**config.mk**
```make
export PLATFORM = sky130hd
export DESIGN_NAME = rr_rt_loge_sync_xbar
export DESIGN_NICKNAME = d
export VERILOG_FILES = /design/src/rtl/rr_rt_loge_pkg.sv /design/src/rtl/rr_rt_loge_delay.sv /design/src/rtl/rr_rt_loge_evcnt.sv /design/src/rtl/rr_rt_loge_sync_xbar.sv
export SDC_FILE = /design/constraint.sdc
export NUM_CORES = 1
export LEC_CHECK = 0
export ABC_AREA = 0
export CAP_MARGIN = 15
export CORE_MARGIN = 5
export CORE_UTILIZATION = 55
export CTS_BUF_LIST = sky130_fd_sc_hd__clkbuf_8
export DETAILED_ROUTE_END_ITERATION = 6
export HOLD_SLACK_MARGIN = 0.15
export PLACE_DENSITY_LB_ADDON = 0.15
export SLEW_MARGIN = 5
export SYNTH_ARGS = -nofsm -noshare
export SYNTH_HDL_FRONTEND = slang
export SYNTH_SLANG_ARGS = --single-unit
```
**constraint.sdc**
```tcl
create_clock -name clk -period 16.35 [get_ports clk]
set_input_delay 3.27 -clock clk [delete_from_list [all_inputs] [get_ports clk]]
set_output_delay 3.27 -clock clk [all_outputs]
set_load 0.02 [all_outputs]
```
**src/rtl/rr_rt_loge_pkg.sv**
```systemverilog
// Shared definitions for the replay-side runtime log-entry crossbar.
//   - LOGE_* : channel indices within one interface's rt_loge vector.
//   - rr_abs_dist / rr_max_dist : elaboration-time SLR distance helpers.
// Placement vectors are passed as a flat, fixed-width packed vector
// (RR_PLACE_W bits per interface, up to RR_MAX_IF interfaces). This lets the
// helpers stay ordinary package functions.
package rr_rt_loge_pkg;

    localparam int LOGE_AW = 0;
    localparam int LOGE_W  = 1;
    localparam int LOGE_AR = 2;
    localparam int LOGE_B  = 3;
    localparam int LOGE_R  = 4;

    localparam int RR_MAX_IF  = 32;
    localparam int RR_PLACE_W = 8;

    typedef logic [RR_MAX_IF*RR_PLACE_W-1:0] rr_place_t;

    function automatic int rr_abs_dist(input int a, input int b);
        return (a > b) ? (a - b) : (b - a);
    endfunction

    // Largest SLR distance from any of the first n interfaces to interface t.
    function automatic int rr_max_dist(input rr_place_t place, input int n, input int t);
        int m;
        int pt;
        m  = 0;
        pt = int'(place[t*RR_PLACE_W +: RR_PLACE_W]);
        for (int s = 0; s < n; s++) begin
            if (rr_abs_dist(int'(place[s*RR_PLACE_W +: RR_PLACE_W]), pt) > m)
                m = rr_abs_dist(int'(place[s*RR_PLACE_W +: RR_PLACE_W]), pt);
        end
        return m;
    endfunction

endpackage

```
**src/rtl/rr_rt_loge_delay.sv**
```systemverilog
// Fixed-length pulse delay line.
//   clk, rst     : clock, asynchronous active-high reset
//   i_din        : WIDTH pulse inputs
//   o_dout       : i_din delayed by STAGES cycles (combinational when STAGES=0)
//   o_busy_next  : some stage will hold a 1 after the next edge
// Stages have no enable, so back-to-back pulses stay distinct.
module rr_rt_loge_delay #(
    parameter int WIDTH  = 1,
    parameter int STAGES = 0
) (
    input  logic             clk,
    input  logic             rst,
    input  logic [WIDTH-1:0] i_din,
    output logic [WIDTH-1:0] o_dout,
    output logic             o_busy_next
);

    generate
        if (STAGES == 0) begin : g_pass
            // No storage; clock and reset are intentionally unused here.
            logic w_unused;
            assign w_unused    = &{1'b0, clk, rst};
            assign o_dout      = i_din;
            assign o_busy_next = 1'b0;
        end else begin : g_pipe
            logic [WIDTH-1:0] r_stage [STAGES];

            always_ff @(posedge clk or posedge rst) begin
                if (rst) begin
                    for (int k = 0; k < STAGES; k++) r_stage[k] <= '0;
                end else begin
                    r_stage[0] <= i_din;
                    for (int k = 1; k < STAGES; k++) r_stage[k] <= r_stage[k-1];
                end
            end

            // Next-state occupancy: stage 0 takes i_din, stage k takes k-1.
            // The last stage's content moves into the counter, which reports
            // its own next state.
            always_comb begin
                o_busy_next = |i_din;
                for (int k = 0; k < STAGES - 1; k++) o_busy_next = o_busy_next | (|r_stage[k]);
            end

            assign o_dout = r_stage[STAGES-1];
        end
    endgenerate

endmodule

```
**src/rtl/rr_rt_loge_evcnt.sv**
```systemverilog
// Saturating event counter for one (target, source, channel) path.
//   clk, rst    : clock, asynchronous active-high reset
//   i_inc       : arriving pulse
//   i_consume   : target retires one event (ignored while empty)
//   o_pending   : registered (count != 0), taken from the next-state value
//   o_overflow  : sticky; an arrival was dropped at saturation
//   o_nz_next   : next-state count is nonzero (feeds the idle reduction)
module rr_rt_loge_evcnt #(
    parameter int CNT_WIDTH = 4
) (
    input  logic clk,
    input  logic rst,
    input  logic i_inc,
    input  logic i_consume,
    output logic o_pending,
    output logic o_overflow,
    output logic o_nz_next
);

    localparam logic [CNT_WIDTH-1:0] L_ONE = {{(CNT_WIDTH-1){1'b0}}, 1'b1};

    logic [CNT_WIDTH-1:0] r_cnt;
    logic [CNT_WIDTH-1:0] w_cnt_next;
    logic                 r_pending;
    logic                 r_ovf;
    logic                 w_dec;
    logic                 w_sat;
    logic                 w_drop;

    always_comb begin
        w_dec      = i_consume && (r_cnt != '0);
        w_sat      = &r_cnt;
        // Simultaneous inc and dec cancel, even at saturation.
        w_drop     = i_inc && !w_dec && w_sat;
        w_cnt_next = r_cnt;
        if (i_inc && !w_dec && !w_sat)
            w_cnt_next = r_cnt + L_ONE;
        else if (w_dec && !i_inc)
            w_cnt_next = r_cnt - L_ONE;
    end

    always_ff @(posedge clk or posedge rst) begin
        if (rst) begin
            r_cnt     <= '0;
            r_pending <= 1'b0;
            r_ovf     <= 1'b0;
        end else begin
            r_cnt     <= w_cnt_next;
            r_pending <= (w_cnt_next != '0);
            if (w_drop) r_ovf <= 1'b1;
        end
    end

    assign o_pending  = r_pending;
    assign o_overflow = r_ovf;
    assign o_nz_next  = (w_cnt_next != '0);

endmodule

```
**src/rtl/rr_rt_loge_sync_xbar.sv**
```systemverilog
// Replay-side runtime log-entry crossbar.
//   clk, rst      : clock, asynchronous active-high reset
//   rt_loge_in    : [s][c] fire pulses per source interface / channel
//   consume       : [t][s][c] target t retires one event of (s, c)
//   pending       : [t][s][c] registered "counter nonzero"
//   overflow_err  : [t] sticky, some counter into t dropped an event
//   idle          : registered, no counter nonzero and no pulse in flight
// Each source->target path is delayed by its SLR distance times
// STAGES_PER_HOP (or the worst distance into t when EQUALIZE=1), then lands
// in per-channel saturating counters so no pulse is lost.
module rr_rt_loge_sync_xbar
    import rr_rt_loge_pkg::*;
#(
    parameter int LOGE_PER_INTERFACE = 5,
    parameter int NUM_INTERFACES     = 4,
    parameter logic [NUM_INTERFACES-1:0][RR_PLACE_W-1:0] PLACEMENT_VEC = '0,
    parameter int STAGES_PER_HOP     = 1,
    parameter int EQUALIZE           = 0,
    parameter int CNT_WIDTH          = 4
) (
    input  logic clk,
    input  logic rst,
    input  logic [NUM_INTERFACES-1:0][LOGE_PER_INTERFACE-1:0]                     rt_loge_in,
    input  logic [NUM_INTERFACES-1:0][NUM_INTERFACES-1:0][LOGE_PER_INTERFACE-1:0] consume,
    output logic [NUM_INTERFACES-1:0][NUM_INTERFACES-1:0][LOGE_PER_INTERFACE-1:0] pending,
    output logic [NUM_INTERFACES-1:0]                                             overflow_err,
    output logic                                                                  idle
);

    localparam rr_place_t L_PLACE = rr_place_t'(PLACEMENT_VEC);

    logic [NUM_INTERFACES-1:0][NUM_INTERFACES-1:0][LOGE_PER_INTERFACE-1:0] w_ovf;
    logic [NUM_INTERFACES-1:0][NUM_INTERFACES-1:0][LOGE_PER_INTERFACE-1:0] w_nz_next;
    logic [NUM_INTERFACES-1:0][NUM_INTERFACES-1:0]                         w_busy_next;
    logic                                                                  r_idle;

    genvar gi, gs, gc;
    generate
        for (gi = 0; gi < NUM_INTERFACES; gi++) begin : g_tgt
            for (gs = 0; gs < NUM_INTERFACES; gs++) begin : g_src
                localparam int L_HOPS = (EQUALIZE != 0)
                    ? rr_max_dist(L_PLACE, NUM_INTERFACES, gi)
                    : rr_abs_dist(int'(PLACEMENT_VEC[gs]), int'(PLACEMENT_VEC[gi]));
                localparam int L_DLY = L_HOPS * STAGES_PER_HOP;

                logic [LOGE_PER_INTERFACE-1:0] w_arr;

                rr_rt_loge_delay #(
                    .WIDTH  (LOGE_PER_INTERFACE),
                    .STAGES (L_DLY)
                ) u_dly (
                    .clk         (clk),
                    .rst         (rst),
                    .i_din       (rt_loge_in[gs]),
                    .o_dout      (w_arr),
                    .o_busy_next (w_busy_next[gi][gs])
                );

                for (gc = 0; gc < LOGE_PER_INTERFACE; gc++) begin : g_ch
                    rr_rt_loge_evcnt #(
                        .CNT_WIDTH (CNT_WIDTH)
                    ) u_cnt (
                        .clk        (clk),
                        .rst        (rst),
                        .i_inc      (w_arr[gc]),
                        .i_consume  (consume[gi][gs][gc]),
                        .o_pending  (pending[gi][gs][gc]),
                        .o_overflow (w_ovf[gi][gs][gc]),
                        .o_nz_next  (w_nz_next[gi][gs][gc])
                    );
                end
            end

            assign overflow_err[gi] = |w_ovf[gi];
        end
    endgenerate

    always_ff @(posedge clk or posedge rst) begin
        if (rst) r_idle <= 1'b1;
        else     r_idle <= ~((|w_nz_next) | (|w_busy_next));
    end

    assign idle = r_idle;

endmodule

```
Yosys cells after proc, flatten, opt, wreduce, memory -nomap -nowiden:

Cells that the tools add are included.
W data, S select, Z words.

* flip-flop bits (word level): 481
* bits of input ports: 102
* output and inout bits: 85
* word-level logic and storage cells: 1387

* add/sub/neg operators: 160
* multiplexer cells: 160
* bitwise gates (word level): 1
* reduce and logical (&&, ||, !) cells: 825

Operator list (count)
* $mux W4: 160
* $reduce_bool A4 Y1: 160
* $logic_and A1 B1 Y1: 400
* $add A4 B1 Y4 const B: 80
* $reduce_and A4 Y1: 80
* $sub A4 B1 Y4 const B: 80
* $logic_not A1 Y1: 180
* $reduce_or A20 Y1: 4
* $reduce_or A80 Y1: 1
* $not A1 Y1: 1

Longest topological paths before layout:

Gate-level depths: netlist (run 1).

* depth in word-level cells: 9
* depth in mapped cells: 12

By module:

A second synthesis (run 1) with hierarchy kept.

* cell total of the unflattened synthesis: 3692
* area, all modules: 32812.7 um^2

By module, submodules not included
* rr_rt_loge_evcnt (g_tgt[0].g_src[0].g_ch[0].u_cnt ...): instances 79, cells an instance 44, area an instance 395.4 um^2, sequential area each 150.1 um^2
* rr_rt_loge_delay: instances 16, cells an instance 7, area an instance 48.8 um^2, sequential area each 0.0 um^2
* rr_rt_loge_sync_xbar: instances 1, cells an instance 62, area an instance 411.6 um^2, sequential area each 26.3 um^2
* rr_rt_loge_evcnt (g_tgt[3].g_src[3].g_ch[4].u_cnt): instances 1, cells an instance 42, area an instance 385.4 um^2, sequential area each 150.1 um^2

Worst setup path after synthesis (run 1):

Ideal clock, no wire load.

* path kind: input-to-reg
* start: in rt_loge_in[2] (netlist bit)
* end: reg r_idle, in the netlist idle
* setup time: 90 ps
* arrival: 6534 ps
* path slack: 9726 ps
* stages on the path: 10
* buffers on the path: 1
* path through: buf_6 and2b_4 a21boi_4 or4_4 a2111o_1 or3b_1 or4_1 or4_1 or4_1 nor4_2

* word-level cells in the longest chain between the ends: 7

RTL lines
* from (decl): line rr_rt_loge_sync_xbar.sv:23 `input logic [NUM_INTERFACES-1:0][LOGE_PER_INTERFACE-1:0] rt_loge_in,`
* $logic_not A1 Y1: line rr_rt_loge_evcnt.sv:38 `else if (w_dec && !i_inc)`
* $logic_and A1 B1 Y1: line rr_rt_loge_evcnt.sv:38
* $mux W4: line rr_rt_loge_evcnt.sv:38
* $mux W4 *: line rr_rt_loge_evcnt.sv:36 `if (i_inc && !w_dec && !w_sat)`
* $reduce_bool A4 Y1 *: line rr_rt_loge_evcnt.sv:56 `assign o_nz_next = (w_cnt_next != '0);`
* named net g_tgt[0].g_src[0].g_ch[2].u_cnt.o_nz_next: line rr_rt_loge_evcnt.sv:17 `output logic o_nz_next`
* $reduce_or A80 Y1 *: line rr_rt_loge_sync_xbar.sv:80 `else r_idle <= ~((|w_nz_next) | (|w_busy_next));`
* $not A1 Y1 *: line rr_rt_loge_sync_xbar.sv:80
* to (signal assigned): line rr_rt_loge_sync_xbar.sv:80
* to (decl): line rr_rt_loge_sync_xbar.sv:35 `logic r_idle;`

The timed path passes the listed nets; every way through them passes the cells marked *.
A chain may end at the register's enable or synchronous reset.

Final worst setup path (run 1):

* start: in rt_loge_in[14] (netlist bit)
* end: reg r_idle, in the netlist idle

* word-level cells in the longest chain between the ends: 7

RTL lines
* $logic_not A1 Y1: line rr_rt_loge_evcnt.sv:38
* $logic_and A1 B1 Y1: line rr_rt_loge_evcnt.sv:38
* $mux W4: line rr_rt_loge_evcnt.sv:38
* $mux W4 *: line rr_rt_loge_evcnt.sv:36
* named net g_tgt[0].g_src[2].g_ch[4].u_cnt.w_cnt_next[1]: line rr_rt_loge_evcnt.sv:23 `logic [CNT_WIDTH-1:0] w_cnt_next;`
* $reduce_bool A4 Y1 *: line rr_rt_loge_evcnt.sv:56
* named net g_tgt[0].g_src[2].g_ch[4].u_cnt.o_nz_next: line rr_rt_loge_evcnt.sv:17
* $reduce_or A80 Y1 *: line rr_rt_loge_sync_xbar.sv:80
* $not A1 Y1 *: line rr_rt_loge_sync_xbar.sv:80

Marked as above.

==> results.md, run 1 <==
* Yosys reg bits at 481
* Fill cell count at between 4000 and 5000
* LEAKAGE at between 10 and 15 nW
* CTS tree: done
* Arrival time at the worst endpoint at approximately 8 ns
* Ports at 187
* Top FF cell, synth: dfrtp_1
* Worst Hold Path Cells at 1
* Final setup viols at 0
* Post-CTS Setup Inserts at 0
* Final worst slack at 9.10 ns
* Nets@finish at 3894
* Post-synth top area cell: dfrtp_1
* Crit path buf inv count at 2
* Tcrit/Tclk final at 44.4%
* Global-route wire length before repair at 130000 um
* Final Max Slew Viols at 0
* # H-tree levels at 3
* Pin count of the biggest net entering global routing at 77
* Seq/Total Area, Yosys at 38.3%
* Min Tclk post-route at 7.25 ns
* Synthesized area at ~31000 um2
* Die W at 249 um
* Root Buffer: clkbuf_8
* Bufs on Longest Clock Path at 3
* Area growth from synthesis to layout at 11.8%
* Final wirelength at 79400 um
* Critical path's slowest cell: clkdlybuf4s50_1
* Ranking of synthesized cells by area: dfrtp_1, ha_1, nand2_1
* DR vias at 27158
* Hold-fix buffers at CTS at 0
* Mean Syn Cell Area at between 8 and 9 um2
* Least-Margin Pin Slew at 1.00 ns
* Post-synthesis cell count at ~3500
* Wirelength per Cell at about 18 um
* DRC violations left at 0
* Port Buffer Count at 186
* Crit start category: input pin
* Critical Path RT at 16.94 ns
* RSZ-0062 raised after global routing: false
* Mean number of vias per cell at 6.10
* Critical Path Fanout Max at 18
* ANT nets after route at 0
* Asr flop ratio synth at 100%
* Syn_nets at 3809
* Worst Skew at 0.0261 ns
* Starting DRT DRC Count at 2040
* Delay-heaviest family, CP: simple AND/OR/NAND/NOR gates
* Setup TNS at 0 ns
* CTS Buf Count at between 80 and 90
* DP Wirelength at 59000 um
* Initial antenna violation count at 8
* Hold Slack at 0.466 ns
* Clock sink count at approximately 480
* Final hold vios at 0
* Row cnt at 87
* Distinct cells, synth at 96
* Post_cts resized at 0
* Levels on crit path at 10
* Worst path cell trace: clkdlybuf4s50_1 -> inv_1 -> a221oi_1 -> nor2_1 -> o32a_1 -> or4_1 -> or4b_2 -> nor4_1 -> nand4_1 -> nor4_2
* Status: complete, no violations
* CTS clock-pin slew for the worst setup and hold paths at ~0.06 ns
* Power Density at 190 nW/um2
* Post-synth EDFFs at 0
* Number of global-route vias before repair at roughly 26000
* Max Cap Violations at 0
* Reg2reg path depth at 11
* Fmax at between 100 and 150 MHz
* Largest stage delay, worst path at 0.87 ns
* WS Path Type: in2reg
* All-Layer GR Usage at 24.6%
* Max-Slew Margin vs Limit at 32.5%
* Die height at about 250 um
* GP Congestion at 0.923
* Share of cells above drive strength 1 at 6.88%
* Worst skew pair latency at 0.67 ns
* GRT overflow at 0
* Dpl ws at approximately 8.5 ns
* Initial core utilization at a little under three fifths
* Drt first pass iters at 6
* Total Power at 6.68 mW
* Multi-input logic area at 17300 um2
* Register area at 12000 um2
* Syn. warnings at 0
* Maximum vdd drop at approximately 95 uV
* Core area at 56500 um2
* Die ar. at about 62000 um2
* Top cell type's share of synthesized area at 38.2%
* Worst Setup End Kind: register
* Hold Crit Class: reg2reg
## kinds of logic after synthesis
kind of cell               share of synthesized area [%]
AOI/OAI and AO/OA                                   22.4
xor gates and xnor gates                            3.51
adders and majority gates                           6.40
buffers and inverters                               6.45
DFF                                                 38.3
muxes                                               2.04
and+or+nand+nor                                     20.8
## cell usage after synthesis (all sizes together) (31+ instances only)
master / instances
a211oi: 36
a21o: 47
a21oi: 223
a221oi: 31
a31oi: 49
a41o: 34
buf: 90
clkbuf: 110
dfrtp: 480
ha: 160
inv: 253
mux2i: 46
nand2: 338
nand2b: 112
nand3: 84
nor2: 219
nor2b: 101
nor3: 63
nor4: 56
o211ai: 32
o21a: 42
o21ai: 175
or3: 40
or4: 67
xnor2: 110
## power breakdown
part	total [mW]	switching, mW	internal [mW]
sequential	2.55	0.782	1.76
clock	1.22	0.516	0.705
combinational	2.91	1.57	1.34
total	6.68	2.87	3.81
## layout make-up
cell class | count | area share (%)
Clock inverter | 38 | 0.927
Sequential cell | 481 | 34.3
Timing Repair Buffer | 197 | 5.54
Antenna cell | 4 | 0.0285
Multi-Input combinational cell | 2612 | 49.4
Tap cell | 756 | 2.69
Inverter | 254 | 2.73
Clock buffer | 112 | 4.39
## metrics by stage
step	std cells	utilization [%]	cell area, um2
after floorplan	3547	-	31400
after global placement	4300	58.8	33200
after detailed placement	4300	58.8	33200
after CTS	4450	62.1	35100
after global routing	4453	62.1	35100
final	4454	62.1	35100
## registers in the layout, indices dropped and copies added, names as in the netlist
register                           cells
g_tgt.g_src.g_ch.u_cnt.o_overflow     80
g_tgt.g_src.g_ch.u_cnt.o_pending      80
g_tgt.g_src.g_ch.u_cnt.r_cnt         320
idle                                   1
## per-layer routing
| layer | GRT usage [%] | share of wire [%] | up-vias |
|---|---|---|---|
| met1 | 32.5 | 43 | 13129 |
| met2 | 41.1 | 47 | 826 |
| met4 | 8.75 | 3.1 | 6 |
| met5 | 0 | 0.059 | - |
| li1 | - | - | 13044 |
| met3 | 4.27 | 5.9 | 153 |
## worst paths after layout
path | from | slack, ns | endpoint
worst max-delay path | rt_loge_in[14] | 9.10 | idle$_DFF_PP1_
worst max register to register | g_tgt[1].g_src[1].g_ch[4].u_cnt.r_cnt[1]$_DFF_PP0_ | 12.04 | idle$_DFF_PP1_
max in group asynchronous | rst | 10.55 | g_tgt[2].g_src[0].g_ch[0].u_cnt.o_pending$_DFF_PP0_
worst min register to register | g_tgt[3].g_src[1].g_ch[1].u_cnt.o_overflow$_DFFE_PP0P_ | 0.47 | g_tgt[3].g_src[1].g_ch[1].u_cnt.o_overflow$_DFFE_PP0P_
worst min-delay path | g_tgt[3].g_src[1].g_ch[1].u_cnt.o_overflow$_DFFE_PP0P_ | 0.47 | g_tgt[3].g_src[1].g_ch[1].u_cnt.o_overflow$_DFFE_PP0P_
min in group asynchronous | rst | 3.04 | g_tgt[0].g_src[3].g_ch[3].u_cnt.r_cnt[3]$_DFF_PP0_
## cells in the final DEF (no fill, tap or decap), types with 20 or more instances in the layout
master,netlist,routed
dfrtp_1,480,480
nand2_1,338,338
inv_1,253,272
a21oi_1,223,223
nor2_1,219,219
clkdlybuf4s50_1,0,186
o21ai_0,173,173
ha_1,160,160
clkbuf_8,0,112
nand2b_1,111,111
xnor2_1,110,110
nor2b_1,101,101
nand3_1,84,84
nor3_1,63,63
or4_1,63,63
nor4_1,55,55
a31oi_1,49,49
a21o_1,47,47
mux2i_1,46,46
o21a_1,42,42
or3_1,38,38
a211oi_1,36,36
a41o_1,33,33
o211ai_1,32,32
o31ai_1,30,30
and3_1,30,30
a221oi_1,29,29
o22ai_1,27,27
a22oi_1,26,26
nand4_1,26,26
a31o_2,25,25
a311oi_1,25,25
a21boi_0,25,25
and2_1,20,20
(Power assumes the default switching activity.)
==> run 2, diff against run 1 <==
Clock period 16.35 ns to 6.2 ns, I/O delays scaled along.
==> results.md, run 2 (synthesis gave the netlist of run 1 again) <==
* Status: complete, no violations
* Least-Margin Pin Slew at 0.900 ns (-0.103 ns)
* Min Tclk post-route at 4.93 ns
* WS Path Type: in2reg
* Max-Slew Margin vs Limit at 39.5% (+7.0 points)
* Clock sink count at 481 (unchanged)
* Final worst slack at 1.27 ns (-7.83 ns)
* Hold-fix buffers at CTS at 0 (unchanged)
* Largest stage delay, worst path at 0.70 ns (-0.17 ns)
* Slack of the worst reg-to-reg path at 1.93 ns (-10.11 ns)
* Die ar. at 62000 um2 (unchanged)
* Critical Path RT at 6.77 ns (-10.17 ns)
* Critical path's slowest cell: or4_2
* Initial antenna violation count at 12 (+4)
* Mean number of vias per cell at 6.08 (-0.31%)
* Max reg flops at 320 (unchanged)
* Post-CTS Setup Inserts at 0 (unchanged)
* Most frequent cells in the layout: dfrtp_1, nand2_1, inv_1
* Ports at 187 (unchanged)
* Setup TNS at 0 ns (unchanged)
* Nets@finish at 3911 (+0.44%)
* Worst skew pair latency at 0.65 ns (-0.02 ns)
* Wirelength per Cell at 17.9 um (+0.27%)
* Maximum vdd drop at 260 uV (+170%)
* Share of cells above drive strength 1 at 7.38% (+0.50 points)
* LEAKAGE at 15.1 nW (+0.65%)
* Final wirelength at 80000 um (+0.75%)
* Drt first pass iters at 7 (+1)
* Final hold vios at 0 (unchanged)
* Largest reg by FF count: g_tgt.g_src.g_ch.u_cnt.r_cnt
* Root Buffer: clkbuf_8
* ANT nets after route at 0 (unchanged)
* DP Area at 33400 um2 (+0.53%)
* Initial core utilization at 55.6% (unchanged)
* Crit start category: input pin
* Post-route cell area at 35200 um2 (+0.36%)
* All-Layer GR Usage at 24.9% (+0.23 points)
* Row cnt at 87 (unchanged)
* Starting DRT DRC Count at 1940 (-4.9%)
* Most used cell, CP: or4_1
* # H-tree levels at 3 (unchanged)
* Pin count of the biggest net entering global routing at 147 (+91%)
* CTS tree: done
* Worst Setup End Kind: register
* GRT overflow at 0 (unchanged)
* Final setup viols at 0 (unchanged)
* Die height at 249 um (unchanged)
* Hold Crit Class: reg2reg
* Area growth from synthesis to layout at 12.2%
* DP Wirelength at 59700 um (+1.2%)
* Post_cts resized at 0 (unchanged)
* Fmax at 203 MHz
* Number of global-route vias before repair at 26314 (+1.3%)
* RSZ-0062 raised after global routing: false
* Power Density at 497 nW/um2 (+160%)
* Critical Path Fanout Max at 17 (-1)
* CTS Buf Count at 86 (unchanged)
* Arrival time at the worst endpoint at 5.50 ns (-2.34 ns)
* DRC violations left at 0 (unchanged)
* Dpl ws at 0.641 ns (-7.82 ns)
* Global-route wire length before repair at 131000 um (+0.93%)
* Worst path cell trace: clkdlybuf4s50_1 -> buf_4 -> nand4_1 -> or3_1 -> o41ai_1 -> o221ai_1 -> or4_1 -> or4_1 -> or4_2 -> or4_1 -> nor4_2
* Core area at 56500 um2 (unchanged)
* CTS clock-pin slew for the worst setup and hold paths at 0.06 ns (about the same)
* Worst Skew at 0.0221 ns (-0.00407 ns)
* Final Max Slew Viols at 0 (unchanged)
* DR vias at 27201 (+0.16%)
* Die W at 249 um (unchanged)
* Bufs on Longest Clock Path at 3 (unchanged)
* GP Congestion at 0.913 (-1.0%)
* Hold Slack at 0.464 ns (-0.00190 ns)
* Most common cell after layout, fill and taps aside: dfrtp_1
* Max Cap Violations at 0 (unchanged)
* Tcrit/Tclk final at 79.5%
* Port Buffer Count at 186 (unchanged)
[run 2: layout make-up]
cell class / count / area [um2]
Clock inverter: 35 / 201
Antenna cell: 6 / 15.0
Inverter: 254 / 957
Clock buffer: 117 / 1610
Tap cell: 756 / 946
Timing Repair Buffer: 214 / 2120
Sequential cell: 481 / 12000
Multi-Input combinational cell: 2612 / 17300
Fill cell: 4663 / 21300
[run 2: metrics by stage]
stage	power [mW]	instances	utilization (%)
after floorplan	12.3	3547	-
after global placement	13.8	4317	59.1
after detailed placement	14.3	4317	59.1
after CTS	17.5	4469	62.3
after global routing	18.9	4474	62.4
final	17.5	4475	62.4
[run 2: critical path, delay by kind of cell]
family | cells | cell delay, ns
AO/OA/AOI/OAI | 2 | 0.27
AND/OR/NAND/NOR | 7 | 3.08
buffers and inverters | 2 | 0.91
[run 2: path summary, 6_finish.rpt]
kind,startpoint,cells after the start,to
worst max-delay path,rt_loge_in[15],11,idle$_DFF_PP1_
worst min-delay path,g_tgt[1].g_src[0].g_ch[4].u_cnt.o_overflow$_DFFE_PP0P_,1,g_tgt[1].g_src[0].g_ch[4].u_cnt.o_overflow$_DFFE_PP0P_
worst max register to register,g_tgt[0].g_src[3].g_ch[0].u_cnt.r_cnt[0]$_DFF_PP0_,11,idle$_DFF_PP1_
worst min register to register,g_tgt[1].g_src[0].g_ch[4].u_cnt.o_overflow$_DFFE_PP0P_,1,g_tgt[1].g_src[0].g_ch[4].u_cnt.o_overflow$_DFFE_PP0P_
max in group asynchronous,rst,3,g_tgt[0].g_src[0].g_ch[1].u_cnt.r_cnt[2]$_DFF_PP0_
min in group asynchronous,rst,2,g_tgt[2].g_src[3].g_ch[3].u_cnt.r_cnt[2]$_DFF_PP0_
[run 2: power breakdown]
group	leakage, nW	switching, mW	internal, mW
sequential	5.40	2.05	4.65
clock	1.03	1.35	1.76
combinational	8.67	4.17	3.54
total	15.1	7.57	9.95
[run 2: metal layers]
layer,global-route usage [%],wire (um)
met5,0,65
met4,8.73,2430
met3,5.08,4820
met2,42.2,38300
met1,31.8,34400
